### config.mk
export PLATFORM = sky130hd
export DESIGN_NAME = program_loader
export DESIGN_NICKNAME = d
export VERILOG_FILES = /design/src/rtl/bip_pkg.sv /design/src/rtl/program_loader.sv
export SDC_FILE = /design/constraint.sdc
export NUM_CORES = 1
export LEC_CHECK = 0
export CAP_MARGIN = 20
export CORE_ASPECT_RATIO = 1.1
export CORE_MARGIN = 2
export CORE_UTILIZATION = 45
export CTS_CLUSTER_DIAMETER = 100
export DETAILED_ROUTE_END_ITERATION = 12
export PLACE_DENSITY = 0.74
export SETUP_SLACK_MARGIN = 0.4
export SLEW_MARGIN = 5
export SYNTH_ARGS = -nofsm -noshare
export SYNTH_HDL_FRONTEND = slang
export SYNTH_SLANG_ARGS = --single-unit
### constraint.sdc
create_clock -name clk -period 4.3 [get_ports clk]
set_clock_uncertainty 0.15 [all_clocks]
set_input_delay 0.43 -clock clk [delete_from_list [all_inputs] [get_ports clk]]
set_output_delay 0.43 -clock clk [all_outputs]
set_load 0.1 [all_outputs]
### src/rtl/bip_pkg.sv
// Shared BIP I constants (program memory geometry, HLT opcode), the loader state
// encoding, and the byte checksum fold used by the program loader.
package bip_pkg;

    localparam int unsigned PROG_ADDR_W = 11;
    localparam int unsigned PROG_DATA_W = 16;
    localparam logic [4:0]  HLT_OPCODE_DEF = 5'b00000;

    typedef enum logic [1:0] {
        LD_RECV_HI   = 2'b00,
        LD_RECV_LO   = 2'b01,
        LD_RECV_CSUM = 2'b10,
        LD_DONE      = 2'b11
    } loader_state_e;

    // Running XOR checksum over received program bytes.
    function automatic logic [7:0] csum_fold(input logic [7:0] acc, input logic [7:0] b);
        return acc ^ b;
    endfunction

endpackage

### src/rtl/program_loader.sv
// Assembles UART bytes into 16-bit instructions and writes them into program memory
// from address 0 until HLT or full. Optional trailing checksum byte: PROGRAM_LOADER_CHECKSUM_EN.
module program_loader
    import bip_pkg::*;
#(
    parameter int unsigned ADDR_W     = PROG_ADDR_W,
    parameter int unsigned DATA_W     = PROG_DATA_W,
    parameter logic [4:0]  HLT_OPCODE = HLT_OPCODE_DEF
) (
    input  logic              clk,
    input  logic              rst_n,
    input  logic [7:0]        rx_data,
    input  logic              rx_valid,
    output logic              wr_en,
    output logic [ADDR_W-1:0] wr_addr,
    output logic [DATA_W-1:0] wr_data,
    output logic              load_done,
    output logic              overflow,
    output logic              checksum_err,
    output logic [ADDR_W:0]   word_count
);

    localparam logic [1:0] RECV_HI = LD_RECV_HI;
    localparam logic [1:0] RECV_LO = LD_RECV_LO;
    localparam logic [1:0] DONE    = LD_DONE;
`ifdef PROGRAM_LOADER_CHECKSUM_EN
    localparam logic [1:0] RECV_CSUM = LD_RECV_CSUM;
`endif
    localparam logic [ADDR_W-1:0] ADDR_LAST = {ADDR_W{1'b1}};

    logic [1:0]        state_r;
    logic [7:0]        hi_r;
    logic [ADDR_W-1:0] addr_r;
    logic [DATA_W-1:0] word_s;
    logic              is_hlt_s;
    logic              at_last_s;

    // Decode the word being completed and whether the write address is the last one.
    always_comb begin
        word_s    = {hi_r, rx_data};
        is_hlt_s  = (word_s[DATA_W-1 -: 5] == HLT_OPCODE);
        at_last_s = (addr_r == ADDR_LAST);
    end

    // Loader FSM, write port registers, address and word counters.
    always_ff @(posedge clk or negedge rst_n) begin
        if (!rst_n) begin
            state_r    <= RECV_HI;
            hi_r       <= 8'h00;
            addr_r     <= {ADDR_W{1'b0}};
            wr_en      <= 1'b0;
            wr_addr    <= {ADDR_W{1'b0}};
            wr_data    <= {DATA_W{1'b0}};
            load_done  <= 1'b0;
            overflow   <= 1'b0;
            word_count <= {(ADDR_W+1){1'b0}};
        end else begin
            wr_en <= 1'b0;
            // The counter saturates at the last address; DONE is already entered by then.
            if (wr_en) begin
                word_count <= word_count + {{ADDR_W{1'b0}}, 1'b1};
                if (!at_last_s) begin
                    addr_r <= addr_r + {{(ADDR_W-1){1'b0}}, 1'b1};
                end else begin
                    addr_r <= addr_r;
                end
            end else begin
                addr_r <= addr_r;
            end

            case (state_r)
                RECV_HI: begin
                    if (rx_valid) begin
                        hi_r    <= rx_data;
                        state_r <= RECV_LO;
                    end else begin
                        state_r <= RECV_HI;
                    end
                end
                RECV_LO: begin
                    if (rx_valid) begin
                        wr_en   <= 1'b1;
                        wr_addr <= addr_r;
                        wr_data <= word_s;
                        if (is_hlt_s) begin
`ifdef PROGRAM_LOADER_CHECKSUM_EN
                            state_r <= RECV_CSUM;
`else
                            state_r   <= DONE;
                            load_done <= 1'b1;
`endif
                        end else if (at_last_s) begin
                            overflow  <= 1'b1;
                            load_done <= 1'b1;
                            state_r   <= DONE;
                        end else begin
                            state_r <= RECV_HI;
                        end
                    end else begin
                        state_r <= RECV_LO;
                    end
                end
`ifdef PROGRAM_LOADER_CHECKSUM_EN
                RECV_CSUM: begin
                    if (rx_valid) begin
                        load_done <= 1'b1;
                        state_r   <= DONE;
                    end else begin
                        state_r <= RECV_CSUM;
                    end
                end
`endif
                DONE: begin
                    state_r <= DONE;
                end
                default: begin
                    state_r <= RECV_HI;
                end
            endcase
        end
    end

`ifdef PROGRAM_LOADER_CHECKSUM_EN
    logic [7:0] acc_r;

    // Fold every program byte (including the HLT word) and compare against the trailer byte.
    always_ff @(posedge clk or negedge rst_n) begin
        if (!rst_n) begin
            acc_r        <= 8'h00;
            checksum_err <= 1'b0;
        end else begin
            if (rx_valid && ((state_r == RECV_HI) || (state_r == RECV_LO))) begin
                acc_r <= csum_fold(acc_r, rx_data);
            end else begin
                acc_r <= acc_r;
            end
            if (rx_valid && (state_r == RECV_CSUM)) begin
                checksum_err <= (rx_data != acc_r);
            end else begin
                checksum_err <= checksum_err;
            end
        end
    end
`else
    assign checksum_err = 1'b0;
`endif

endmodule

==> results of run 1 <==
-- synth_stat cells, drive strengths merged --
master	count	area [µm²]
a211oi	1	7.51
a21oi	5	25.0
a31oi	6	37.5
a41o	1	10.0
a41oi	2	36.3
and2	2	12.5
and3	4	25.0
and3b	1	8.76
and4	5	43.8
buf	9	52.6
clkbuf	1	3.75
conb	1	3.75
dfrtp	63	1580
ha	2	25.0
inv	4	15.0
mux2	39	447
nand2	9	33.8
nand3	9	45.0
nand4	7	50.1
nor2	6	22.5
nor2b	3	18.8
nor3	2	10.0
o21ai	1	5.00
o21bai	1	7.51
o311ai	1	8.76
xnor2	9	78.8
xor2	4	35.0
-- per-stage QoR --
| stage | instance area, µm² | util | hold WS (ns) | setup WS [ns] | cells |
|---|---|---|---|---|---|
| finish | 3420 | 0.597 | 0.100 | 1.63 | 335 |
| CTS | 3420 | 0.597 | 0.138 | 1.60 | 335 |
| floorplan | 2650 | - | -0.0156 | 2.18 | 198 |
| detailed placement | 3220 | 0.561 | 0.318 | 1.89 | 319 |
| global placement | 3220 | 0.561 | 0.314 | 1.95 | 319 |
| global route | 3420 | 0.597 | 0.170 | 1.54 | 335 |
-- layer usage --
layer,routed length (µm),global-route usage,up-vias
met5,0,0,-
met4,83,0.0731,0
met3,259,0.0473,9
met2,2320,0.257,33
met1,2110,0.204,856
li1,-,-,815
-- registers in the layout, indices dropped and copies added, names as in the netlist --
register,flops
load_done,1
hi_r,8
state_r,2
wr_addr,11
overflow,1
wr_en,1
addr_r,11
word_count,12
wr_data,16
-- cell families (layout without fill, tap and decap cells) --
family,Yosys count,in the layout,synth area share
muxes,39,39,0.169
adders and majority gates,2,2,0.00946
DFF,63,63,0.596
AOI/OAI and AO/OA,18,18,0.0520
xor gates and xnor gates,13,13,0.0430
and+or+nand+nor,48,48,0.102
buffers and inverters,14,74,0.0270
other,1,1,0.00142
-- how the worst max path moves through the flow --
stage / start / end / slack (ns) / depth (start not counted)
finish: wr_en / wr_en / 1.63 / 1
global route: wr_en / wr_en / 1.54 / 1
CTS: wr_en / wr_en / 1.60 / 1
detailed placement: rx_valid / hi_r[1] / 1.89 / 4
global placement: rx_valid / hi_r[0] / 1.95 / 4
floorplan: wr_en / word_count[10] / 2.18 / 4
-- cell type report --
cell class | instances | area (µm²) | share of cell area
clock buffers | 13 | 169 | 0.0493
clock inverters | 3 | 40.0 | 0.0117
inverters | 4 | 15.0 | 0.00438
multi-input cells | 121 | 997 | 0.291
flip-flops and latches | 63 | 1580 | 0.460
well taps | 77 | 96.3 | 0.0281
repair buffers | 54 | 531 | 0.155
==> results.md, run 1 <==
- The run finished with clean final reports.
- The slew at the pin closest to its max-slew limit is roughly 1.0 ns.
- Leaving out fill and tap cells, the most frequent cell in the layout is sky130_fd_sc_hd__dfrtp_1.
- The worst flop-to-flop path startpoint is state_r[1].
- The number of antenna violations at the first check in global routing is 0.
- Headroom to the max-slew limit came out at 0.326.
- For this design, the slowest cell found on the critical path is sky130_fd_sc_hd__clkdlybuf4s50_1.
- The relative area change from synthesis to final layout is 29.5%.
- In the final routed layout, each cell accounts on average for ~14 µm.
- The number of buffers added for setup after CTS is 0.
- The max capacitance violation total is 0.
- Of the cells placed in the final design, the portion with a size suffix greater than 1 is 0.229.
- The critical path is of the flop to output pin type.
- For this run, the top clock speed supported by timing is 374 MHz.
- The worst path buffer plus inverter count is 1.
- Along the worst path, the maximum fanout reaches 13.
- In this run the vertical extent of the chip is approximately 84 µm.
- The hold buffer count at cts is 0.
- In the routed design, unresolved DRC markers number 0.
- Data on the critical path arrives at its endpoint at roughly 2.1 ns.
- The fraction of the yosys area taken by sequential cells is 0.596.
- During synthesis, Yosys emitted a total of 0 warnings.
- The type of the most critical hold path is input port to async pin.
- The element type at the critical path end is an output pin.
- The horizontal extent of the die is about 77 µm.
- The maximum number of pins on one net before global-route repair is 64.
- Setup repair after global routing left no endpoint under its margin.
- The number of fill cells is between 500 and 600.
- The number of port buffers is 52.
- The core footprint is 5730 µm².
- The number of clock buffers added by TritonCTS is 9.
- For the worst flop-to-flop path, the logic depth is 3.
- Data on the critical path is required at its endpoint by between 3 and 4 ns.
- The net count after synthesis is between 200 and 250.
- The post-route clock period utilization is 0.622.
- After global routing the overflow that remains totals 0.
- The endpoint of the most critical register-to-register path is hi_r[1].
- The number of I/O pins is 54.
- The total number of placement rows is 29.
- The post-synthesis area per instance is 13.4 µm².
- The clock tree from TritonCTS is done.
- Setup violations remaining at the end of the flow were counted as 0.
- The maximum buffer depth of the clock tree is 2.
- The routed via count is about 1700.
- 0 antenna diodes ended up in the layout.
- The first routing iteration left approximately 110 violations.
- The number of nets in the finished design is around 270.
- For this run, the slowest stage of the critical path takes about 1.2 ns.
- In this run the clock root is driven by a sky130_fd_sc_hd__clkbuf_8.
- The area of the mapped netlist is 2650 µm².
- The number of flip-flops and latches in the synthesized netlist is 63.
- In the routed layout, each cell is associated on average with a via count of approximately 5.
- For this configuration, the core starts out at a cell density of 0.461.
- The setup slack on the worst flop-to-flop path is approximately 2.4 ns.
- In the final timing run, aggregate negative setup slack is 0 ns.
- Counting I/O delays and the setup requirement, the final critical path takes between 2 and 3 ns.
- The clock net in this run drives a total of 63 sinks.
- The overall die area is about 6500 µm².
- After technology mapping, the gate count stands at 198.
- The count of nets left with antenna violations once routing finished came out at 0.
- The number of different library cells used by synthesis comes to 31.
- The via count of the first global-routing pass is approximately 1700.
- Leaving out fill and tap cells, the most frequent cells in the layout are sky130_fd_sc_hd__dfrtp_1 (63), sky130_fd_sc_hd__clkdlybuf4s50_1 (51), sky130_fd_sc_hd__mux2_2 (37).
- After clock tree synthesis, the clock-pin slew on the worst setup and hold paths is ~0.07 ns.
- The number of hold violations in the final report is 0.
- Across every metal layer, demand over resource in global routing totals 0.161.
- The routability-driven placement congestion ratio is roughly 0.74.
- The startpoint type of the worst setup path is a flop.
- The detailed placer's ending HPWL is around 3.2 mm.
- The first-pass GRT wire length is roughly 8.2 mm.
- The clock latency on the worst-skew pair is 0.32 ns.
- Once the clock tree was built, the resizer swapped 0 gates to a different size.
- The total count of max-transition violations in the final report is 0.
- The first detailed-routing pass ran for 4 iterations.
- Summed over all layers, the routed wires come to 4.77 mm.
- The H-tree depth reported by CTS is 3.
- The critical path goes through clkdlybuf4s50_1.
- The family with the most delay on the worst path is buffers and inverters.
Power of run 1 is left out: the tool's default activity adds up to more than one toggle a clock period on the data nets, which glitch-free logic cannot reach.
==> run 2, diff against run 1 <==
Clock period 4.3 ns to 2.67 ns, I/O delays scaled along.
==> run 2 against run 1 <==
Critical path depth rose by 3; register-to-register slack got worse by 1.6 ns; worst hold slack improved by 0.21 ns; count of clock-buffer cells in the layout fell by 1; largest cell class unchanged; global-route usage rose by 0.22 points; flip-flop and latch count did not move; first-iteration DRC count fell by 37%.
==> results.md, run 2 (synthesis results as in run 1) <==
- The number of buffers created by CTS is 9.
- The critical path goes through ha_1 -> and4_1 -> a41oi_4 -> mux2_4.
- Once detailed placement completed, the half-perimeter wirelength came to approximately 3.3 mm.
- The initial cell density of the core is 0.461.
- The family with the most delay on the worst path is flip-flops.
- Port buffering added 52 buffers.
- The starting DRC count in detailed routing is 71.
- The number of hold violations in the final report was 0.
- Max-cap violations in this run came to 0.
- The number of I/O pins is 54.
- Derived from the worst setup path, the maximum achievable clock frequency is 548 MHz.
- The library cell used most frequently in the layout, excluding fill and tap cells, is sky130_fd_sc_hd__dfrtp_1.
- The flow ran to the end, and the final reports show no timing, DRC or antenna violations.
- The worst path buffer plus inverter count is 0.
- The top cell types in the final layout, fill and taps aside, are sky130_fd_sc_hd__dfrtp_1 (63), sky130_fd_sc_hd__buf_4 (46), sky130_fd_sc_hd__mux2_2 (37).
- The H-tree depth reported by CTS is 3.
- The total count of max-transition violations in the final report came to 0.
- The share of cells above drive strength 1 is 0.396.
- The relative area change from synthesis to final layout is 27.2%.
- The y dimension of the die is ~84 µm.
- Setup repair after global routing left no endpoint under its margin.
- Summed over all layers, the global routing overflow is 0.
- The worst hold path belongs to the class input port to async pin.
- The post-route clock period utilization is 0.683.
- The total detailed-routing wirelength is around 4.9 mm.
- The number of antenna violations at the first check in global routing is 0.
- The total routing resource utilization after global routing is 0.163.
- Fill cells in the final layout number between 500 and 600.
- In this run the deepest clock path goes through 2 buffers.
- STA classifies the critical path startpoint as a flop.
- The most critical setup path has its startpoint at addr_r[0].
- The register with the most flip-flops is wr_data.
- The clock tree from TritonCTS is done.
- The post-route DRC violation count is 0.
- The worst flop-to-flop path startpoint is addr_r[0].
- The worst register-to-register path has a setup slack of between 0.8 and 0.9 ns.
- The worst setup path is of the flop to flop kind.
- For this design, the slowest cell found on the critical path is sky130_fd_sc_hd__dfrtp_1.
- The cell at the root of the clock tree is sky130_fd_sc_hd__clkbuf_8.
- The number of nets in the finished design is approximately 270.
- The data required time of the critical path is roughly 2.8 ns.
- The maximum fanout along the worst path is 5.
- The timing endpoint of the critical path is addr_r[1].
- The endpoint of the most critical register-to-register path is addr_r[1].
- The routability-driven placement congestion ratio is 0.754.
- The maximum number of pins on one net before global-route repair is 39.
- In the final layout, the registers with the most flip-flops are wr_data (16), word_count (12).
- In this run the remaining antenna-violating nets after routing total 0.
- The wire length per cell after detailed routing is about 14 µm.
- The register with the most flip-flops in the layout has 16 of them.
- STA puts the critical path data arrival time at about 1.9 ns.
- The total iterations of the first detailed-routing run is 4.
- Post-CTS timing repair inserted 0 buffers for setup.
- For this run, the slowest stage of the critical path takes 0.42 ns.
- The shortest period the worst path allows is ~1.8 ns.
- The final-layout setup total negative slack is 0 ns.
- The total number of placement rows is 29.
- The antenna diode instance count is 0.
- After clock tree synthesis, the clock-pin slew on the worst setup and hold paths is 0.07 ns.
- The core region is 5730 µm².
- Dividing the detail-routed via count by the number of cells gives 5.13.
- The first-pass GRT wire length is 8.18 mm.
- The via count of the first global-routing pass was around 1700.
- The element type at the critical path end is a flop.
- The tree built by TritonCTS fans out to 63 sinks.
- The routed layout has approximately 1700 vias.
- Setup violations remaining at the end of the flow were counted as 0.
- The die covers 6510 µm².
- In this run the number of cells on the critical path is 4.
- Counting cells, the worst reg-to-reg path comes to 4.
- The clock latency on the worst-skew pair is 0.33 ns.
- The horizontal extent of the die is between 70 and 80 µm.
-- run 2: cell count changes in the layout (fill, tap and decap cells not counted) --
| cell | before | now |
|---|---|---|
| sky130_fd_sc_hd__buf_4 | 2 | 46 |
| sky130_fd_sc_hd__bufinv_16 | 1 | 2 |
| sky130_fd_sc_hd__clkbuf_1 | 1 | 0 |
| sky130_fd_sc_hd__clkdlybuf4s50_1 | 51 | 9 |
| sky130_fd_sc_hd__clkinv_2 | 2 | 1 |
| sky130_fd_sc_hd__dlygate4sd3_1 | 0 | 1 |
-- run 2: layout make-up --
cell class / count / area [µm²] / share of cell area
multi-input combinational: 121 / 997 / 0.296
tap: 77 / 96.3 / 0.0286
inverter: 4 / 15.0 / 0.00446
timing repair buffer: 57 / 450 / 0.134
clock buffer: 12 / 165 / 0.0491
sequential: 63 / 1580 / 0.468
clock inverter: 3 / 65.1 / 0.0193
-- run 2: through the flow --
step	utilization	hold WS [ns]	worst slack, ns	area [µm²]	std cells
after detailed placement	0.545	0.137	0.706	3130	321
after CTS	0.587	0.321	0.837	3370	337
after global placement	0.545	0.134	0.746	3130	321
after global routing	0.587	0.337	0.782	3370	337
final	0.587	0.312	0.847	3370	337
after floorplan	-	-0.179	0.550	2650	198
-- run 2: worst register-to-register path, delay by kind of cell, from the launching register on --
| family | cells | cell delay [ns] |
|---|---|---|
| compound gates | 1 | 0.27 |
| fa+ha+maj | 1 | 0.27 |
| flops | 1 | 0.42 |
| mux | 1 | 0.31 |
| simple gates | 1 | 0.29 |
-- run 2: how the worst min path moves through the flow --
stage / start / endpoint / slack, ns / cells past startpoint
global route: rst_n / addr_r[9] / 0.34 / 3
global placement: rst_n / wr_data[13] / 0.13 / 2
detailed placement: rst_n / wr_data[13] / 0.14 / 2
finish: rst_n / hi_r[5] / 0.31 / 3
CTS: rst_n / load_done / 0.32 / 3
floorplan: rst_n / addr_r[0] / -0.18 / 0
-- run 2: layer usage --
layer	GRT usage	up-vias	routed length, µm
met1	0.208	861	2160
met3	0.0452	8	266
met2	0.251	36	2350
li1	-	823	-
met5	0	-	0
met4	0.0925	0	93
-- run 2: what timing repair did --
item	CTS	global route
resized for setup	0	0
hold endpoints to repair	63	0
hold buffers	1	0
Power of run 2 is left out for the same reason.
==> run 3, diff against run 2 <==
Clock period 2.67 ns to 1.7 ns, I/O delays scaled along.
==> run 3 against run 2 <==
Sequential share of layout area shrank 12 points; critical path depth unchanged; maximum frequency up 21%; flip-flop and latch count did not move; cell area rose by 36%; routed wire length rose by 31%; utilization up 21 points; non-clock buffer count up 43; worst setup slack got worse by 0.65 ns; critical path type unchanged; highest routed layer unchanged.
==> results.md, run 3 (synthesis results as in run 1) <==
- For this design the top-level I/O count stands at 54.
- The startpoint type of the worst setup path is a flop.
- Of the available clock period, the critical path in the final layout requires 0.885.
- The via density per instance is approximately 5.
- Counting both buffers and inverters, the worst setup path holds a total of 0.
- In this run the static leakage power is between 2 and 2.5 nW.
- Across every metal layer, demand over resource in global routing totals 0.210.
- The register share of total power is 0.272.
- The die covers around 6500 µm².
- The antenna diode instance count is 0.
- Across the VDD grid, the largest voltage drop is about 1.3 mV.
- The routed via count is approximately 2000.
- Setup slack closes at between 0.15 and 0.2 ns.
- After filler insertion, the fill cell instance count of the layout stands at roughly 340.
- The count of buffers added on input and output ports is between 50 and 60.
- The tightest min-delay check is of the input port to async pin type.
- The routability-driven placement congestion ratio is about 0.85.
- The shortest period the worst path allows is 1.50 ns.
- The total of endpoints with negative setup slack in the final report is 0.
- Counting tap cells, the placed design contains a total of between 300 and 400 instances.
- The share of total power dissipated in the clock network is 0.131.
- The total count of max-transition violations in the final report is 0.
- The total congestion overflow after global routing is 0.
- The flow ran to the end, and the final reports show no timing, DRC or antenna violations.
- The flip-flop count of the largest register after layout is 16.
- The critical path goes through ha_2 -> and4_4 -> a41oi_4 -> mux2_4.
- Prior to clock tree synthesis, the placed netlist has a worst setup slack of -0.0673 ns.
- In the final layout, the registers with the most flip-flops are wr_data (16), word_count (12).
- The routed design has 6.39 mm of wire.
- The internal portion of total power is roughly 0.0053 W.
- The register with the most flip-flops is wr_data.
- The final standard cell utilization of the core is 0.799.
- Among cell families on the critical path, the largest total delay comes from flip-flops.
- At the end of the flow, the number of nets in the layout was roughly 310.
- The share of cells above drive strength 1 is 0.624.
- The worst flop-to-flop path startpoint is addr_r[0].
- In this design, the stage delay of the slowest critical-path cell is 0.38 ns.
- The share of total power dissipated in combinational logic is 0.597.
- The data required time of the critical path is 1.76 ns.
- The tree is rooted in a sky130_fd_sc_hd__clkbuf_8.
- The first global-routing pass estimated between 10 and 15 mm of wire.
- The floorplan step set the die height to about 84 µm.
- The wire length per cell after detailed routing is ~17 µm.
- Setup repair after global routing could not meet its margin everywhere.
- Row generation in the floorplan step produced 29 rows.
- The H-tree depth reported by CTS is 3.
- Entering global routing, the biggest net connects 64 pins.
- The switching share of power is 0.458.
- The analysis attributes to net switching a power of around 0.0045 W.
- The HPWL after detailed placement is roughly 3.9 mm.
- The arrival time at the worst endpoint is between 1.5 and 2 ns.
- The number of antenna violations at the first check in global routing is 0.
- The final-layout setup total negative slack is 0 ns.
- Clock tree synthesis inserted a total of 9 buffers.
- The worst setup path is of the flop to flop kind.
- The clock tree from TritonCTS is done.
- Compared with the post-synthesis result, the final layout area differs by 73.1%.
- The total clock sinks is 63.
- Among all stages on the critical path, the largest delay is contributed by sky130_fd_sc_hd__dfrtp_1.
- The number of hold violations in the final report is 0.
- The fmax is 665 MHz.
- The most frequent standard cell in the layout excluding fill and tap cells is sky130_fd_sc_hd__dfrtp_1.
- The pre-antenna-repair detailed-routing pass consisted of 4 iterations.
- The starting DRC count in detailed routing is 83.
- For this configuration, the core starts out at a cell density of 0.461.
- The worst setup path startpoint is addr_r[0].
- The tool flagged a number of max-cap violations equal to 0.
- The maximum fanout along the worst path is 4.
- For the worst-skew pair, the clock arrives at the later sink with an insertion delay of around 0.33 ns.
- The library cells used most frequently in the layout, excluding fill and tap cells, are sky130_fd_sc_hd__dfrtp_1 (46), sky130_fd_sc_hd__buf_12 (45), sky130_fd_sc_hd__mux2_4 (38).
- Power spread over the standard cell area amounts to ~2100 nW/µm².
- The maximum buffer depth of the clock tree is 2.
- The core footprint is roughly 5700 µm².
- The element type at the critical path end is a flop.
- The die is ~77 µm wide.
- The non-filler instance count after layout is 380.
- The via count of the first global-routing pass is between 2000 and 2500.
- The overall power is between 0.009 and 0.01 W.
- The clock-pin transition on the worst setup and hold timing paths is roughly 0.060 ns.
- In this run the remaining antenna-violating nets after routing total 0.
- In the routed design, unresolved DRC markers number 0.
run 3: changes by cell type in the layout (fill, tap and decap cells not counted), sizes merged:
cell / before / now
clkbuf: 12 / 11
bufinv: 2 / 1
clkinv: 1 / 3
buf: 47 / 90
run 3: power groups by stage:
stage / clock [W] / combinational (W) / sequential [W]
after floorplan: 0 / 0.00116 / 0.00490
after global placement: 0 / 0.00531 / 0.00266
after detailed placement: 0 / 0.00538 / 0.00269
after CTS: 0.00130 / 0.00570 / 0.00265
after global routing: 0.00138 / 0.00601 / 0.00274
final: 0.00128 / 0.00584 / 0.00265
run 3: path summary, 6_finish.rpt:
| kind | endpoint | slack, ns | depth (start not counted) |
|---|---|---|---|
| hold / removal | wr_data[12] | 0.24 | 3 |
| hold reg to reg | wr_data[8] | 0.37 | 1 |
| min in group clk | wr_data[0] | 0.34 | 2 |
| setup / recovery | addr_r[1] | 0.20 | 4 |
| max in group asynchronous | wr_en | 0.87 | 3 |
| setup reg to reg | addr_r[1] | 0.20 | 4 |
run 3: tightest hold or removal path, cell delays in order:
cell and delay [ns]:
sky130_fd_sc_hd__dlygate4sd3_1 0.53, sky130_fd_sc_hd__buf_2 0.13, sky130_fd_sc_hd__buf_12 0.29
run 3: layout make-up:
type / instances / area [µm²] / area share
flip-flops and latches: 63 / 1610 / 0.352
repair buffers: 100 / 1390 / 0.304
multi-input cells: 121 / 1270 / 0.277
clock buffers: 11 / 151 / 0.0331
well taps: 77 / 96.3 / 0.0210
clock inverters: 4 / 45.0 / 0.00984
inverters: 4 / 15.0 / 0.00328
run 3: metrics by stage:
step                instance area [µm²]  hold WS (ns)
floorplan                          2900        -0.276
global placement                   3990        0.0561
detailed placement                 3990        0.0508
CTS                                4430         0.234
global route                       4580         0.264
finish                             4580         0.238
run 3: repair_timing:
item / in CTS / in global routing
setup buffers: 23 / 7
pin swaps: 16 / 20
endpoints found under the hold margin: 63 / 0
resized for setup: 19 / 22
hold buffers: 1 / 0
setup endpoints to repair: 66 / 70
run 3: per-layer routing:
layer | up-vias | GRT usage | part of all wire
li1 | 906 | - | -
met1 | 998 | 0.265 | 0.43
met2 | 46 | 0.345 | 0.52
met3 | 8 | 0.0441 | 0.030
met4 | 0 | 0.109 | 0.020
met5 | - | 0 | 0
Power figures use the tool's default switching activity.
